--- src/rtl/pipe_skid_reg.sv ---
// pipe_skid_reg: valid/ready pipeline register with 1-entry skid buffer, sync flush, async active-low reset, optional stall counter (PIPE_SKID_REG_STALL_CNT_EN); ports clk reset in_valid/in_ready/in_data -> out_valid/out_ready/out_data, flush, stall_cnt
module pipe_skid_reg #(
  parameter int WIDTH = 64,
  parameter logic [WIDTH-1:0] RESET_VAL = '0
) (
  input  logic             clk,
  input  logic             reset,
  input  logic             in_valid,
  output logic             in_ready,
  input  logic [WIDTH-1:0] in_data,
  output logic             out_valid,
  input  logic             out_ready,
  output logic [WIDTH-1:0] out_data,
  input  logic             flush,
  output logic [31:0]      stall_cnt
);
  logic main_v, skid_v, acc, adv;
  logic [WIDTH-1:0] main_d, skid_d;
  assign in_ready  = ~skid_v;
  assign out_valid = main_v;
  assign out_data  = main_d;
  assign acc = in_valid & ~skid_v;
  assign adv = out_ready | ~main_v;
  always_ff @(posedge clk or negedge reset)
    if (!reset) begin
      main_v <= 1'b0;
      skid_v <= 1'b0;
      main_d <= RESET_VAL;
      skid_d <= RESET_VAL;
    end else if (flush) begin
      main_v <= 1'b0;
      skid_v <= 1'b0;
    end else if (adv) begin
      main_v <= skid_v | acc;
      skid_v <= 1'b0;
      if (skid_v) main_d <= skid_d;
      else if (acc) main_d <= in_data;
    end else if (acc) begin
      skid_d <= in_data;
      skid_v <= 1'b1;
    end
`ifdef PIPE_SKID_REG_STALL_CNT_EN
  logic [31:0] cnt;
  always_ff @(posedge clk or negedge reset)
    if (!reset) cnt <= '0;
    else if (main_v & ~out_ready & ~&cnt) cnt <= cnt + 32'd1;
  assign stall_cnt = cnt;
`else
  assign stall_cnt = 32'h0;
`endif
endmodule

--- config.mk ---
export PLATFORM = sky130hd
export DESIGN_NAME = pipe_skid_reg
export DESIGN_NICKNAME = d
export VERILOG_FILES = /design/src/rtl/pipe_skid_reg.sv
export SDC_FILE = /design/constraint.sdc
export NUM_CORES = 1
export LEC_CHECK = 0
export ABC_AREA = 1
export BUFFER_PORTS_ARGS = -buffer_cell sky130_fd_sc_hd__buf_2
export CORE_ASPECT_RATIO = 1.2
export CORE_MARGIN = 8
export CORE_UTILIZATION = 48
export DETAILED_ROUTE_END_ITERATION = 7
export PLACE_DENSITY_LB_ADDON = 0.08
export SYNTH_ARGS = -nofsm -noshare
export SYNTH_HDL_FRONTEND = slang
export SYNTH_SLANG_ARGS = --single-unit
--- constraint.sdc ---
create_clock -name clk -period 1.2 [get_ports clk]
set_clock_uncertainty 0.15 [all_clocks]
set_input_delay 0.06 -clock clk [delete_from_list [all_inputs] [get_ports clk]]
set_output_delay 0.06 -clock clk [all_outputs]
set_load 0.005 [all_outputs]
Word-level counts from Yosys, hierarchy flattened --
Cells that the tools add are included.
Operators by class: muxes and demuxes 7, bitwise gates (word level) 7, reduce and logical (&&, ||, !) cells 5
Operators with widths (number):
- 64-bit two-way mux | 2
- 3-bit AND reduction | 2
- 1-bit two-way mux | 5
- 1-bit NOT | 4
- 2-bit nonzero test | 2
- 3-bit nonzero test | 1
- 1-bit bitwise OR | 2
- 1-bit bitwise AND | 1
Storage, ports and cells: register bits 130, input port bits 69, output and inout port bits 98, logic and storage cells 23

Depth between registers and ports, before layout --
Gate-level depths: netlist (run 1).
depth in word-level cells 5, gate-level depth with buffers 7, depth with buffers taken out 5

Worst setup path after synthesis (run 1) --
No wires, ideal clock.
path type reg-to-reg, start point register skid_v, end point register skid_d[10], setup time 0.065 ns, arrival time 1.046 ns, data required time 0.985 ns, slack -0.061 ns, stages on the path, launching flop included 6, buffers on the path 2, period minus slack after synthesis 1.261 ns, cells stage by stage dfrtp_1 -> nor2_1 -> buf_2 -> buf_6 -> nand3_1 -> nand2_1
On the way: cells in the longest elaborated chain, start to end 3
RTL lines:
- start, declared | line 17 | logic main_v, skid_v, acc, adv;
- start signal, assigned | line 27 | skid_v <= 1'b0;
- start signal, assigned | line 32 | skid_v <= 1'b0;
- start signal, assigned | line 35 | skid_v <= 1'b0;
- 1-bit NOT | line 22 | assign acc = in_valid & ~skid_v;
- 1-bit bitwise AND | line 22
- 3-bit AND reduction (no source line)
- end signal, assigned | line 39 | skid_d <= in_data;
- end, declared | line 18 | logic [WIDTH-1:0] main_d, skid_d;
No other way between the ends. A chain may end at the register's enable or synchronous reset.

Worst setup path after layout (run 1) --
start point register skid_v, end point register skid_d[7]
Same word-level chain as after synthesis.

==> out/qor.yml, run 1 <==
outcome:
  status: "complete, but fails checks"
  violations: "hold timing, setup timing"
setup_path:
  cp_data_required_time_ns: 1.34
  setup.worst_path.end_class: "register"
  r2r_slack_ns: -0.29
  worstSetupPathType: "register to register"
  cp_max_fo: 23
  r2r_end: "skid_d[7]"
  critPathLaunch: "skid_v"
  worst_ep_arrival_time_ns: 1.63
  r2r_cells: 6
  start_kind: "register"
  reg2reg_from: "skid_v"
clock_tree:
  cts-root-buf: "clkbuf_16"
  cts_buffers: 17
  tritoncts: "done"
  clk_pin_slew_ns: 0.06
  clockBufferDepth: 2
  clk_latency_ns: 0.41
  cts_sinks: 130
  htreeDepth: 4
die:
  die-area_sq_mm: 0.01686
  die_w_um: 119.9
  fp.dieH_um: 140.7
  row_count: 45
  ioPinCount: 167
  start_util: 0.4907
  core-area_sq_mm: 0.01267
global_route:
  antenna_found_initial: 2
  grt_overflow: 0
  grtUsageTotal: 0.2199
  grt_pass1_wl_mm: 29.93
  grt_max_degree: 37
  grt_pass1_vias: 5960
yosys:
  synth_commonest_cells: "449 x nand2_1, 130 x dfrtp_1, 128 x nand3_1"
  yosys.cell_count.top_type: "nand2_1"
  yosysTopAreaCell: "dfrtp_1"
  ys_types: 18
  netlist_instances: 807
  async_flop_share: 1.000
  yosys_warnings: 0
  synth_area_sq_mm: 0.006216
  yosysSeqAreaShare: 0.5233
  yosysTopAreaCellShare: 0.5233
  syn_area_per_cell_sq_um: 7.703
  synth-edff-count: 0
  ys.flop_type: "dfrtp_1"
  synth_seq_cells: 130
  synthTopCellsByArea: "dfrtp_1 52%, nand2_1 27%, nand3_1 10%"
timing:
  max_freq_mhz: 673.3
  setup_ws_ns: -0.2853
  hold_viol: 22
  finalHoldWorstSlack_ns: -0.02601
  rsz0062_at_grt: "true"
  fin_crit_ns: 1.485
  post-route-period-util: 1.238
  finalSetupViolations: 132
  finalMaxSlewViolations: 0
pwr:
  power_mw: 13.11
  power.leakage_nw: 4.828
  powerDensity_mw_per_mm2: 1522
  ir_drop_mv: 1.037
finish:
  syn_to_final_growth_pct: 38.53
  drive_above_1_share: 0.2228
  final_nets: 1084
  stdcell_count: 1194
  nFillCells: 1063
drt:
  via_count: 5929
  viasPerCell: 4.966
  routed_wl_mm: 18.17
  drt_iter0_markers: 392
  drtAntennaViolNets: 0
  post_drt_wl_per_cell_um: 15.21
  drc: 0
  dr.pass1.iters: 4
min_path:
  hold_class: "input port to async pin"
place:
  pre_cts_ws_ns: -0.1745
  dp_hpwl_mm: 11.39
  portBuffers: 134
  routabilityCongestion: 0.8195
  dp.cells: 1079
run:
  maxCapViolCount: 0
flip-flops by register name, indices dropped and copies added (netlist names):
register / cells
out_data: 64
skid_d: 64
skid_v: 1
out_valid: 1
routing by layer:
layer | part of all wire | global-route usage | routed length [um]
met4 | 0.017 | 0.07444 | 300
met1 | 0.42 | 0.2638 | 7545
met3 | 0.068 | 0.06992 | 1241
met2 | 0.50 | 0.3651 | 9078
met5 | 0 | 0 | 0
worst max-delay path, stage by stage, from the launching register on:
cell and delay (ns):
dfrtp_2 0.43, buf_4 0.15, nor2_4 0.14, nand3_4 0.14
buf_12 0.20, nand2_1 0.07, nand2_1 0.07
cells in the final DEF (no fill, tap or decap), types with 3 or more instances in the layout:
cell,n
buf_4,19
nand3_2,3
conb_1,32
nor2_4,4
buf_2,132
dlygate4sd3_1,66
clkbuf_8,3
buf_6,5
dfrtp_1,129
clkinv_2,3
nand2_1,443
buf_12,16
clkinvlp_4,4
buf_16,3
nand3_1,125
clkbuf_16,17
nand2_2,6
inv_1,3
cell families after synthesis:
| kind of cell | count (synthesis) | synth area share |
|---|---|---|
| other | 1 | 0.0006033 |
| buffers and inverters | 89 | 0.09138 |
| and+or+nand+nor | 586 | 0.3839 |
| DFF | 130 | 0.5233 |
| AOI/OAI and AO/OA | 1 | 0.0008044 |
how the worst max path moves through the flow:
stage | end | slack [ns] | cells after the start
6_report | skid_d[7] | -0.29 | 6
5_1_grt | out_data[49] | -0.32 | 7
4_1_cts | out_data[45] | -0.25 | 6
3_5_place_dp | out_data[60] | -0.17 | 6
3_3_place_gp | out_data[48] | -0.15 | 5
2_1_floorplan | skid_d[10] | -0.03 | 5
report_power, final:
part           switching (mW)  leakage, nW  internal, mW
Clock                    1.97        0.284          3.22
Combinational            1.18         2.91          1.04
Sequential              0.476         1.63          5.22
Total                    3.63         4.83          9.48
stage by stage:
stage	cell area, sq um	util	hold slack [ns]	setup TNS [ns]
finish	8611	0.6797	-0.02601	-27.11
global route	8611	0.6797	0.009975	-35.94
CTS	8514	0.6721	-0.02401	-26.19
detailed placement	7082	0.5590	-0.1508	-17.67
global placement	7082	0.5590	-0.1575	-14.82
floorplan	6476	-	-0.3856	-2.409
final cells by class:
class                   count  area [sq um]  share of cell area
diodes                      2         5.005           0.0005812
clock buffers              20         466.7             0.05420
clock inverters            12         131.4             0.01526
inverters                   5         21.27            0.002470
multi-input cells         619          2589              0.3006
flip-flops and latches    130          3254              0.3779
well taps                 164         205.2             0.02383
repair buffers            242          1938              0.2251
timing repair:
item	4_1_cts	5_1_grt
endpoints found under the hold margin	260	0
setup endpoints to repair	130	133
buffers inserted	5	8
pin swaps	3	5
hold buffers	66	0
gates resized for setup	16	11
gates cloned	3	0
(Power assumes the default switching activity.)
==> run 2, diff against run 1 <==
Settings changed: BUFFER_PORTS_ARGS -buffer_cell sky130_fd_sc_hd__buf_2 to default, CORE_UTILIZATION 48 to 57, DONT_BUFFER_PORTS from default to 1.
==> run 2 against run 1 <==
The flow still finishes with violations (hold timing, setup timing). Clock power down 6.9%. Count of clock-buffer cells in the layout unchanged. Sequential share of layout area up 3.9 points. Power down 6.6%. Via count down 7.7%. Worst hold slack worse by 0.78 ns. Fmax up 5.3%. Cell area down 9.4%. Combinational power down 27%. Global-route usage up 1.4 points. First-iteration DRC count down 3.8%. Largest power group unchanged.
==> out/qor.yml, run 2 (synthesized netlist as in run 1, its figures left out) <==
outcome:
  status: "complete, but fails checks"
  violations: "hold timing, setup timing"
drt:
  post_drt_wl_per_cell_um: 16.62  # +9.2%
  dr.pass1.iters: 5  # +1
  viasPerCell: 5.370  # +8.1%
  routed.top_layer: "met4"
  wl_met2_mm: 8.509  # -6.3%
  via_count: 5472  # -7.7%
  drc: 0  # unchanged
  drtAntennaViolNets: 0  # unchanged
  drt-met1-wl_mm: 6.571  # -13%
  drt_iter0_markers: 377  # -3.8%
  routed_wl_mm: 16.93  # -6.8%
  wl_met3_mm: 1.568  # +26%
place:
  dp_hpwl_mm: 10.37  # -8.9%
  dp.cells: 910  # -16%
  pre_cts_ws_ns: -0.1898  # -0.01533 ns
  dpl_cell_area_sq_mm: 0.006349  # -10%
  portBuffers: 0  # -100%
  routabilityCongestion: 0.7697  # -6.1%
clock_tree:
  cts_sinks: 130  # unchanged
  cts_buffers: 17  # unchanged
  cts_hold_buf: 64  # -3.0%
  clockBufferDepth: 2  # unchanged
  tritoncts: "done"
  htreeDepth: 4  # unchanged
  cts-root-buf: "clkbuf_16"
  clk_pin_slew_ns: 0.06  # about the same
  clk_latency_ns: 0.41  # about the same
timing:
  rsz0062_at_grt: "true"
  post-route-period-util: 1.175  # -0.06230
  finalMaxSlewViolations: 0  # unchanged
  finalSetupViolations: 131  # -0.76%
  fin_crit_ns: 1.411  # -0.07476 ns
  setup_ws_ns: -0.2105  # +0.07476 ns
  fin_tns_setup_ns: -22.29  # +4.817 ns
  hold_viol: 260  # +1100%
  max_freq_mhz: 709.0  # +5.3%
  finalHoldWorstSlack_ns: -0.8067  # -0.7807 ns
die:
  row_count: 41  # -8.9%
  ioPinCount: 167  # unchanged
  die_w_um: 111.3  # -7.1%
  fp.dieH_um: 130.4  # -7.3%
  start_util: 0.5882  # +0.09754
  core-area_sq_mm: 0.01057  # -17%
  die-area_sq_mm: 0.01452  # -14%
finish:
  drive_above_1_share: 0.1016  # -0.1212
  design_area_sq_mm: 0.007802  # -9.4%
  post-route-util: 0.7383  # +0.05863
  final_common_cell: "nand2_1"
  syn_to_final_growth_pct: 25.52
  final_nets: 943  # -13%
  stdcell_count: 1019  # -15%
  layout_common_cells: "440 x nand2_1, 129 x dfrtp_1, 124 x nand3_1"
run:
  maxCapViolCount: 0  # unchanged
setup_path:
  worstSetupPathType: "register to register"
  start_kind: "register"
  setup.worst_path.end_class: "register"
  worst_ep_arrival_time_ns: 1.56  # -0.07 ns
  cp_max_fo: 20  # -13%
  cp_data_required_time_ns: 1.35  # about the same
global_route:
  grt_max_degree: 131  # +250%
  grt_pass1_vias: 5366  # -10%
  antenna_found_initial: 2  # unchanged
  grt_overflow: 0  # unchanged
  grtUsageTotal: 0.2339  # +0.01403
  grt_pass1_wl_mm: 27.46  # -8.3%
pwr:
  powerDensity_mw_per_mm2: 1569  # +3.1%
  power.leakage_nw: 4.223  # -13%
  power_mw: 12.24  # -6.6%
  ir_drop_mv: 1.184  # +14%
min_path:
  hold_class: "input port to async pin"
## run 2: cell count changes in the layout (fill, tap and decap cells not counted), moves of 3 or more
cell / delta
clkbuf_8: -3
clkbuf_1: +3
buf_2: -132
nand2_1: -3
buf_4: -6
## run 2: cell type report
type,instances,area [sq um]
antenna,4,10.01
clock buffer,20,436.7
clock inverter,11,115.1
fill,808,2765
inverter,5,21.27
multi-input combinational,619,2606
sequential,130,3254
tap,129,161.4
timing repair buffer,101,1197
## run 2: where the power goes
part | total (mW) | internal (mW) | switching, mW
Clock | 4.83 | 3.02 | 1.81
Combinational | 1.61 | 0.728 | 0.877
Sequential | 5.80 | 5.22 | 0.577
## run 2: metal layers
metal  track usage  vias up
met2        0.3927      252
li1              -     2601
met5             0        -
met3       0.08846       23
met1        0.2678     2596
met4       0.08877        0
## run 2: worst paths after layout
path / slack [ns] / from / end / depth (start not counted)
worst max register to register: -0.21 / skid_v / skid_d[59] / 5
min in group clk: -0.45 / flush / skid_v / 1
worst min-delay path: -0.81 / reset / out_data[11] / 0
worst min register to register: 0.32 / skid_d[48] / skid_d[48] / 2
max in group asynchronous: 1.51 / reset / skid_d[46] / 0
worst max-delay path: -0.21 / skid_v / skid_d[59] / 5
## run 2: what timing repair did
action                                 CTS  global route
endpoints found under the hold margin  260           260
gates cloned                             3             0
setup endpoints to repair              129           132
buffers inserted                         6             1
gates resized for setup                 11            18
## run 2: worst max-delay path: stages, from the launching register on
cell,delay [ns]
dfrtp_2,0.46
nor2_4,0.16
nand3_4,0.18
buf_12,0.21
nand2_1,0.08
nand2_1,0.06
==> run 3, diff against run 2 <==
Settings changed: TNS_END_PERCENT from default to 10.
==> run 3 against run 2 <==
Power rose by 3.4%. First-iteration DRC count decreased by 14%. The run still ends with hold timing, setup timing left. Sequential share of layout area up 0.52 points. Register-to-register slack improved by 0.02 ns. Fmax grew 1.2%. Final cell count decreased by 0.69%. Combinational power is 6% lower. Critical path depth stayed put. Critical endpoint is now skid_d[62]. Sequential cell count unchanged. Die area unchanged. Highest routed layer unchanged. Sequential power about the same. Clock power rose by 10%.
==> out/qor.yml, run 3 (synthesized netlist as in run 1, its figures left out) <==
outcome:
  status: "complete, but fails checks"
  violations: "hold timing, setup timing"
die:
  die_w_um: 111.3  # unchanged
  start_util: 0.5882  # unchanged
  die-area_sq_mm: 0.01452  # unchanged
  ioPinCount: 167  # unchanged
  row_count: 41  # unchanged
  fp.dieH_um: 130.4  # unchanged
  core-area_sq_mm: 0.01057  # unchanged
pwr:
  ir_drop_mv: 0.9531  # -19%
  intPower_mw: 9.377  # +4.5%
  powerDensity_mw_per_mm2: 1641  # +4.6%
  power.leakage_nw: 4.207  # -0.37%
  clkPwrFrac: 0.421  # +0.026
  pwr-share-seq: 0.459  # -0.015
  p_switching_mw: 3.275  # +0.20%
  power_mw: 12.65  # +3.4%
  pwr-share-comb: 0.120  # -0.011
  p_sw_frac: 0.2588  # -0.008207
finish:
  final_nets: 937  # -0.64%
  layout_common_cells: "445 x nand2_1, 128 x nand3_1, 128 x dfrtp_1"
  post-route-util: 0.7296  # -0.008762
  final_common_cell: "nand2_1"
  drive_above_1_share: 0.08286  # -0.01872
  syn_to_final_growth_pct: 24.03
clock_tree:
  cts_hold_buf: 67  # +4.7%
  clockBufferDepth: 2  # unchanged
  tritoncts: "done"
  cts_sinks: 130  # unchanged
  htreeDepth: 4  # unchanged
  clk_pin_slew_ns: 0.06  # about the same
  cts-root-buf: "clkbuf_16"
  cts_buffers: 17  # unchanged
  clk_latency_ns: 0.42  # about the same
timing:
  post-route-period-util: 1.162  # -0.01362
  max_freq_mhz: 717.3  # +1.2%
  hold_viol: 130  # -50%
  finalMaxSlewViolations: 0  # unchanged
  finalSetupViolations: 129  # -1.5%
  fin_crit_ns: 1.394  # -0.01634 ns
  setup_ws_ns: -0.1942  # +0.01634 ns
  finalHoldWorstSlack_ns: -0.8073  # -0.0005660 ns
  rsz0062_at_grt: "true"
setup_path:
  r2r_end: "skid_d[62]"
  r2r_cells: 5  # unchanged
  start_kind: "register"
  path_cells: "nor2_4 -> nand3_4 -> clkbuf_16 -> nand2_1 -> nand2_1"
  worst-path-buf-inv: 1  # unchanged
  cp_max_fo: 16  # -20%
  critPathMaxStageDelay_ns: 0.48  # +0.02 ns
  cp_data_required_time_ns: 1.35  # about the same
  worst_ep_arrival_time_ns: 1.55  # about the same
  crit_top_cell: "nand2_1"
  crit_slowest_cell: "dfrtp_2"
  worstSetupPathType: "register to register"
  setup.worst_path.end_class: "register"
  reg2reg_from: "skid_v"
  crit_family: "flip-flops"
  r2r_slack_ns: -0.19  # +0.02 ns
min_path:
  hold_class: "input port to async pin"
drt:
  drt_iter0_markers: 324  # -14%
  via_count: 5314  # -2.9%
  drtAntennaViolNets: 0  # unchanged
  viasPerCell: 5.251  # -2.2%
  dr.pass1.iters: 5  # unchanged
  post_drt_wl_per_cell_um: 16.24  # -2.2%
  drc: 0  # unchanged
  routed_wl_mm: 16.44  # -2.9%
place:
  routabilityCongestion: 0.7806  # +1.4%
  portBuffers: 0  # unchanged
  dp_hpwl_mm: 10.19  # -1.8%
global_route:
  antenna_found_initial: 2  # unchanged
  grt_pass1_vias: 5069  # -5.5%
  grtUsageTotal: 0.2212  # -0.01264
  grt_pass1_wl_mm: 26.12  # -4.9%
  grt_overflow: 0  # unchanged
  grt_max_degree: 131  # unchanged
run:
  maxCapViolCount: 0  # unchanged
-- run 3: routing by layer --
metal | wire (um) | vias up | GRT usage | part of all wire
met4 | 209 | 0 | 0.06913 | 0.013
li1 | - | 2586 | - | -
met2 | 8306 | 211 | 0.3714 | 0.51
met1 | 6517 | 2503 | 0.2584 | 0.40
met3 | 1405 | 14 | 0.08436 | 0.085
met5 | 0 | - | 0 | 0
-- run 3: area by class of cell --
type                            instances  area, sq um
Multi-Input combinational cell        619         2564
Clock inverter                          8        125.1
Clock buffer                           24        491.7
Inverter                                5        21.27
Antenna cell                            2        5.005
Sequential cell                       130         3256
Timing Repair Buffer                   95         1086
Tap cell                              129        161.4
Fill cell                             859         2858
-- run 3: how the worst max path moves through the flow --
stage                     depth (start not counted)    from      endpoint
after global routing                              5  skid_v  out_data[63]
after floorplan                                   5  skid_v    skid_d[10]
final                                             5  skid_v    skid_d[62]
after CTS                                         2  skid_v      in_ready
after global placement                            6  skid_v   out_data[5]
after detailed placement                          6  skid_v  out_data[40]
-- run 3: power by group through the flow --
stage                     Sequential (mW)  Combinational (mW)  Clock (mW)
after floorplan                      5.69                1.12           0
after global placement               5.85                1.20           0
after detailed placement             5.87                1.26           0
after CTS                            5.81                1.49        5.38
after global routing                 5.91                1.75        5.58
final                                5.81                1.51        5.33
-- run 3: timing repair --
action,in CTS,in global routing
resized for setup,2,7
pin swaps,1,0
setup buffers,1,0
endpoints found under the hold margin,260,130
cloned,1,2
setup endpoints to repair,131,131
-- run 3: metrics by stage --
stage | cells | hold slack, ns | setup TNS [ns] | worst slack, ns | instance area, sq um
2_1_floorplan | 838 | -0.3856 | -2.152 | -0.02691 | 6456
3_3_place_gp | 907 | -0.3810 | -16.83 | -0.1549 | 6301
3_5_place_dp | 907 | -0.3819 | -19.74 | -0.2002 | 6301
4_1_cts | 1008 | -0.8168 | -20.30 | -0.1897 | 7636
5_1_grt | 1012 | -0.8218 | -28.11 | -0.2576 | 7710
6_report | 1012 | -0.8073 | -19.84 | -0.1942 | 7710
